<file path="config.mk">
export PLATFORM = sky130hd
export DESIGN_NAME = mem_arbiter_flat
export DESIGN_NICKNAME = d
export VERILOG_FILES = /design/src/rtl/mem_arbiter_if.sv /design/src/rtl/mem_arbiter.sv /design/src/flat_wrapper.sv
export SDC_FILE = /design/constraint.sdc
export NUM_CORES = 1
export LEC_CHECK = 0
export CAP_MARGIN = 20
export CELL_PAD_IN_SITES_DETAIL_PLACEMENT = 0
export CELL_PAD_IN_SITES_GLOBAL_PLACEMENT = 2
export CORE_MARGIN = 5
export CORE_UTILIZATION = 27
export CTS_CLUSTER_SIZE = 25
export DETAILED_ROUTE_END_ITERATION = 16
export HOLD_SLACK_MARGIN = 0.05
export PLACE_DENSITY = 0.89
export SYNTH_ARGS = -nofsm -noshare
export SYNTH_HDL_FRONTEND = slang
export SYNTH_SLANG_ARGS = --single-unit
</file>
<file path="constraint.sdc">
create_clock -name clk -period 7.45 [get_ports clk]
set_input_delay 1.1175 -clock clk [delete_from_list [all_inputs] [get_ports clk]]
set_output_delay 1.1175 -clock clk [all_outputs]
set_load 0.01 [all_outputs]
</file>
<file path="src/rtl/mem_arbiter_if.sv">
// Requester and Memory signals shared by the unified-memory arbiter
// and its surroundings (fetch unit, load/store unit, Memory).
interface mem_arbiter_if;
    logic        if_req;
    logic [31:0] if_addr;
    logic [31:0] if_rdata;
    logic        if_ack;
    logic        d_req;
    logic        d_we;
    logic [31:0] d_addr;
    logic [31:0] d_wdata;
    logic [31:0] d_rdata;
    logic        d_ack;
    logic [31:0] mem_addr;
    logic [31:0] mem_din;
    logic        mem_read;
    logic        mem_write;
    logic [31:0] mem_dout;
    logic        busy;

    modport slave (
        input  if_req, if_addr, d_req, d_we, d_addr, d_wdata, mem_dout,
        output if_rdata, if_ack, d_rdata, d_ack,
        output mem_addr, mem_din, mem_read, mem_write, busy
    );

    modport master (
        output if_req, if_addr, d_req, d_we, d_addr, d_wdata, mem_dout,
        input  if_rdata, if_ack, d_rdata, d_ack,
        input  mem_addr, mem_din, mem_read, mem_write, busy
    );
endinterface

</file>
<file path="src/rtl/mem_arbiter.sv">
// Shares the unified Memory between instruction fetch and data access,
// one latched request at a time, with a starvation guard for fetch.
module mem_arbiter #(
    parameter int unsigned LATENCY      = 2,
    parameter int unsigned STARVE_LIMIT = 4
) (
    input  logic         clk,
    input  logic         reset,
    mem_arbiter_if.slave bus
);
    typedef enum logic [1:0] {IDLE, ACCESS, RESP} state_t;

    localparam logic [3:0] WAIT_INIT  = 4'(LATENCY - 1);
    localparam logic [3:0] STARVE_MAX = 4'(STARVE_LIMIT);

    state_t      state;
    state_t      state_nxt;
    logic [3:0]  wait_cnt;
    logic [3:0]  starve_cnt;
    logic        owner_d;
    logic        we_q;
    logic [31:0] addr_q;
    logic [31:0] wdata_q;
    logic [31:0] if_rdata_q;
    logic [31:0] d_rdata_q;
    logic        grant_if;
    logic        grant_d;
    logic        last;

    assign last = (wait_cnt == 4'd0);

    always_ff @(posedge clk or posedge reset) begin
        if (reset) state <= IDLE;
        else       state <= state_nxt;
    end

    always_comb begin
        state_nxt     = state;
        grant_if      = 1'b0;
        grant_d       = 1'b0;
        bus.mem_read  = 1'b0;
        bus.mem_write = 1'b0;
        bus.if_ack    = 1'b0;
        bus.d_ack     = 1'b0;
        bus.busy      = 1'b1;
        unique case (state)
            IDLE: begin
                bus.busy = 1'b0;
                // Data wins ties until fetch has waited STARVE_LIMIT grants
                if (bus.d_req && !(bus.if_req && starve_cnt == STARVE_MAX))
                    grant_d = 1'b1;
                else if (bus.if_req)
                    grant_if = 1'b1;
                if (grant_if || grant_d)
                    state_nxt = ACCESS;
            end
            ACCESS: begin
                bus.mem_read  = ~we_q;
                bus.mem_write = we_q & last;
                if (last)
                    state_nxt = RESP;
            end
            RESP: begin
                bus.if_ack = ~owner_d;
                bus.d_ack  = owner_d;
                state_nxt  = IDLE;
            end
            default: state_nxt = IDLE;
        endcase
    end

    always_ff @(posedge clk or posedge reset) begin
        if (reset) begin
            wait_cnt   <= 4'd0;
            starve_cnt <= 4'd0;
            owner_d    <= 1'b0;
            we_q       <= 1'b0;
            addr_q     <= 32'd0;
            wdata_q    <= 32'd0;
            if_rdata_q <= 32'd0;
            d_rdata_q  <= 32'd0;
        end else begin
            if (grant_d) begin
                owner_d  <= 1'b1;
                we_q     <= bus.d_we;
                addr_q   <= bus.d_addr;
                wdata_q  <= bus.d_wdata;
                wait_cnt <= WAIT_INIT;
            end else if (grant_if) begin
                owner_d  <= 1'b0;
                we_q     <= 1'b0;
                addr_q   <= bus.if_addr;
                wait_cnt <= WAIT_INIT;
            end else if (state == ACCESS && !last) begin
                wait_cnt <= wait_cnt - 4'd1;
            end

            if (state == ACCESS && last && !we_q) begin
                if (owner_d) d_rdata_q  <= bus.mem_dout;
                else         if_rdata_q <= bus.mem_dout;
            end

            if (state == IDLE) begin
                if (grant_if || !bus.if_req)
                    starve_cnt <= 4'd0;
                else if (grant_d && starve_cnt != STARVE_MAX)
                    starve_cnt <= starve_cnt + 4'd1;
            end
        end
    end

    assign bus.mem_addr = addr_q;
    assign bus.mem_din  = wdata_q;
    assign bus.if_rdata = if_rdata_q;
    assign bus.d_rdata  = d_rdata_q;
endmodule

</file>
<file path="src/flat_wrapper.sv">
// flat-port wrapper written by rule: the top's interface ports become plain ports
module mem_arbiter_flat 
#(
    parameter int unsigned LATENCY      = 2,
    parameter int unsigned STARVE_LIMIT = 4
)
  (clk, reset, bus_if_req, bus_if_addr, bus_d_req, bus_d_we, bus_d_addr, bus_d_wdata, bus_mem_dout, bus_if_rdata, bus_if_ack, bus_d_rdata, bus_d_ack, bus_mem_addr, bus_mem_din, bus_mem_read, bus_mem_write, bus_busy);
  mem_arbiter_if bus_i ();
  input  logic clk;
  input  logic reset;
  input wire logic [$bits(bus_i.if_req)-1:0] bus_if_req;
  input wire logic [$bits(bus_i.if_addr)-1:0] bus_if_addr;
  input wire logic [$bits(bus_i.d_req)-1:0] bus_d_req;
  input wire logic [$bits(bus_i.d_we)-1:0] bus_d_we;
  input wire logic [$bits(bus_i.d_addr)-1:0] bus_d_addr;
  input wire logic [$bits(bus_i.d_wdata)-1:0] bus_d_wdata;
  input wire logic [$bits(bus_i.mem_dout)-1:0] bus_mem_dout;
  output wire logic [$bits(bus_i.if_rdata)-1:0] bus_if_rdata;
  output wire logic [$bits(bus_i.if_ack)-1:0] bus_if_ack;
  output wire logic [$bits(bus_i.d_rdata)-1:0] bus_d_rdata;
  output wire logic [$bits(bus_i.d_ack)-1:0] bus_d_ack;
  output wire logic [$bits(bus_i.mem_addr)-1:0] bus_mem_addr;
  output wire logic [$bits(bus_i.mem_din)-1:0] bus_mem_din;
  output wire logic [$bits(bus_i.mem_read)-1:0] bus_mem_read;
  output wire logic [$bits(bus_i.mem_write)-1:0] bus_mem_write;
  output wire logic [$bits(bus_i.busy)-1:0] bus_busy;
  assign bus_i.if_req = bus_if_req;
  assign bus_i.if_addr = bus_if_addr;
  assign bus_i.d_req = bus_d_req;
  assign bus_i.d_we = bus_d_we;
  assign bus_i.d_addr = bus_d_addr;
  assign bus_i.d_wdata = bus_d_wdata;
  assign bus_i.mem_dout = bus_mem_dout;
  assign bus_if_rdata = bus_i.if_rdata;
  assign bus_if_ack = bus_i.if_ack;
  assign bus_d_rdata = bus_i.d_rdata;
  assign bus_d_ack = bus_i.d_ack;
  assign bus_mem_addr = bus_i.mem_addr;
  assign bus_mem_din = bus_i.mem_din;
  assign bus_mem_read = bus_i.mem_read;
  assign bus_mem_write = bus_i.mem_write;
  assign bus_busy = bus_i.busy;
  mem_arbiter #(.LATENCY(LATENCY), .STARVE_LIMIT(STARVE_LIMIT)) u_core (.clk(clk), .reset(reset), .bus(bus_i));
endmodule
</file>
==> impl_metrics.py <==
metrics = {
    "critical_path": {
        "critPathRequiredTime_ps": 6330,
        "crit_path_end_kind": "primary output",
        "rrSetupSlack_ps": 4800,
        "worstPathArrival_ps": 2360,
        "critical_path_buf_inv_count": 2,
        "crit_family": "buffers and inverters",
        "crit_type": "reg2out",
        "critPathLaunchType": "flop",
        "rr_startpoint": "u_core.wait_cnt[0]$_DFFE_PP0P_",
        "crit_chain": "inv_1 -> ha_1 -> nor3b_1 -> and3_1 -> clkdlybuf4s50_1",
        "critPathMaxStageDelay_ps": 590,
        "slowest_stage": "clkdlybuf4s50_1",
        "worst-r2r-cell-count": 5,
        "worstPathMaxFanout": 5,
        "r2r-end": "u_core.bus.d_rdata[27]$_DFFE_PP0P_",
    },
    "routing": {
        "post-route-drc-count": 0,
        "antenna_left": 0,
        "wirelength_mm": 17.67,
        "wl_per_cell_um": 17.56,
        "first_iter_violations": 183,
        "dr.pass1.iters": 4,
        "via_per_inst": 4.681,
        "vias": 4709,
    },
    "placed_design": {
        "dp_slack_ps": 4287,
        "place_area_mm2": 0.008768,
        "portBuffers": 265,
        "place_congestion": 0.7960,
        "hpwl_mm": 13.10,
    },
    "power_and_ir_drop": {
        "power.density_mw_per_mm2": 435.3,
        "ir_drop_mv": 0.1913,
        "p_leak_nw": 3.818,
    },
    "synth": {
        "syn_area_mm2": 0.005807,
        "async_reset_ff_share_pct": 100.0,
        "syn-num-nets": 596,
        "netlist_instances": 459,
        "synth_top_area_share_pct": 60.33,
        "ys.flop_type": "dfrtp_1",
        "synth-edff-count": 0,
        "ys_warn_count": 0,
        "synthDistinctLibCells": 32,
        "synth.avg_cell_area_um2": 12.65,
        "synth_seq_cells": 140,
        "synth_area_leader_cell": "dfrtp_1",
        "yosysSeqAreaShare_pct": 60.33,
        "synthTopCellsByArea": "dfrtp_1 (60%), mux2_2 (18%), a221oi_1 (4.8%)",
    },
    "floorplan": {
        "die_w_um": 156.7,
        "rows": 53,
        "initial_utilization_pct": 27.54,
        "core_mm2": 0.02109,
        "die_area_mm2": 0.02454,
        "io_pins": 266,
        "die-height_um": 156.7,
    },
    "min_path": {
        "min_to": "u_core.bus.mem_din[19]$_DFFE_PP0N_",
        "min_path_type": "reg2reg",
        "hold_depth": 1,
        "hold_path.startpoint": "u_core.bus.mem_din[19]$_DFFE_PP0N_",
    },
    "grt": {
        "antenna_found_initial": 0,
        "grt_use_total_pct": 13.95,
        "first_global_vias": 5214,
        "grt_overflow": 0,
        "grt_max_degree": 72,
        "grt_pass1_wl_mm": 27.25,
    },
    "cts": {
        "hold_buffers": 0,
        "cts_setup_buffers": 0,
        "path_clk_slew_ps": 60,
        "clock_sinks": 140,
        "cts_tree": "yes",
        "ctsResizeCount": 0,
        "cts_buffers": 17,
        "clk_latency_ps": 410,
        "root_buffer": "clkbuf_16",
        "htreeDepth": 4,
        "clock_path_buffers": 2,
    },
    "sta": {
        "fmax_ghz": 0.2872,
        "hold_viol": 0,
        "layout_setup_ws_ps": 3968,
        "fin_skew_ps": 9.265,
        "setup_viol": 0,
        "fin_crit_ps": 3482,
        "period_share_pct": 46.74,
        "rsz0062_at_grt": "false",
        "tightestPinTransition_ps": 916.6,
        "slew_headroom_pct": 38.82,
        "fin_tns_setup_ps": 0,
        "whs_ps": 502.1,
        "final_max_slew_viol_count": 0,
    },
    "cells_and_area": {
        "utilization_pct": 44.62,
        "diodes": 0,
        "final_layout_size_suffix_gt1_share_pct": 19.15,
        "final_cell_area_mm2": 0.009410,
        "layout_commonest_cell": "clkdlybuf4s50_1",
        "layout_common_cells": "clkdlybuf4s50_1 (265), dfrtp_1 (140), mux2_2 (95), nor2_1 (66)",
        "nNetsFinal": 856,
        "synthToLayoutAreaGrowth_pct": 62.06,
    },
    "outcome": {
        "status": "complete, no violations",
    },
    "flow_run": {
        "maxCapViolCount": 0,
    },
}
[logic make-up (layout without fill, tap and decap cells)]
logic type,after synthesis,count (layout),synth area share [%]
simple gates,100,100,7.843
mux,100,100,19.31
buf+inv,39,311,2.930
compound gates,76,76,8.727
fa+ha+maj,4,4,0.8619
flops,140,140,60.33
[cell usage after synthesis, drive strengths merged (2+ instances only)]
library cell / count
inv: 7
nor3: 3
nand3: 9
clkbuf: 23
ha: 4
a221oi: 32
dfrtp: 140
mux2: 96
buf: 9
mux2i: 4
nor2: 67
nor3b: 3
a21oi: 33
o21ai: 9
nand2: 6
and3: 2
[worst max-delay path by stage]
stage	startpoint	cells past startpoint	end	slack [ps]
after floorplan	reset	1	u_core.bus.d_rdata[0]$_DFFE_PP0P_	2580
after global placement	bus_if_req	4	u_core.bus.mem_addr[9]$_DFFE_PP0P_	4330
after detailed placement	u_core.state[0]$_DFFE_PP0P_	3	bus_busy	4290
after CTS	u_core.state[0]$_DFFE_PP0P_	3	bus_busy	3860
after global routing	u_core.wait_cnt[0]$_DFFE_PP0P_	5	bus_mem_write	3800
final	u_core.wait_cnt[0]$_DFFE_PP0P_	5	bus_mem_write	3970
[metrics by stage]
step / total power, W / instances
2_1_floorplan: 0.002190 / 459
4_1_cts: 0.004142 / 1005
3_5_place_dp: 0.003229 / 974
3_3_place_gp: 0.003160 / 972
6_report: 0.004096 / 1006
5_1_grt: 0.004345 / 1006
[per-layer routing]
layer | routed length (µm) | vias to the layer above | global-route usage (%)
met5 | 0 | - | 0
met2 | 8966 | 204 | 23.88
met3 | 1462 | 22 | 5.420
met1 | 6957 | 2317 | 16.32
met4 | 283 | 0 | 3.926
li1 | - | 2166 | -
[state kept, by name (all words and copies together), names as in the netlist]
signal,flops
u_core.bus.d_rdata,32
u_core.bus.if_rdata,32
u_core.bus.mem_addr,32
u_core.bus.mem_din,32
u_core.owner_d,1
u_core.starve_cnt,4
u_core.state,2
u_core.wait_cnt,4
u_core.we_q,1
[worst reg2reg max path, delay by kind of cell, from the launching register on]
family	cells	cell delay [ps]
simple gates	2	1280
fa+ha+maj	1	170
flops	1	400
mux	1	580
buf+inv	1	110
[layout make-up]
type	count	area, µm²
Clock buffer	18	429.2
Clock inverter	13	192.7
Fill cell	1940	11680
Inverter	7	31.28
Multi-Input combinational cell	280	2145
Sequential cell	140	3503
Tap cell	275	344.1
Timing Repair Buffer	273	2765
[report_power, final]
part / total, W / switching [W] / internal, W
Sequential: 0.00138 / 0.000234 / 0.00114
Clock: 0.000887 / 0.000325 / 0.000562
Combinational: 0.00183 / 0.000769 / 0.00106
Total: 0.00410 / 0.00133 / 0.00277
No activity file was read; power rests on OpenSTA's default activity.
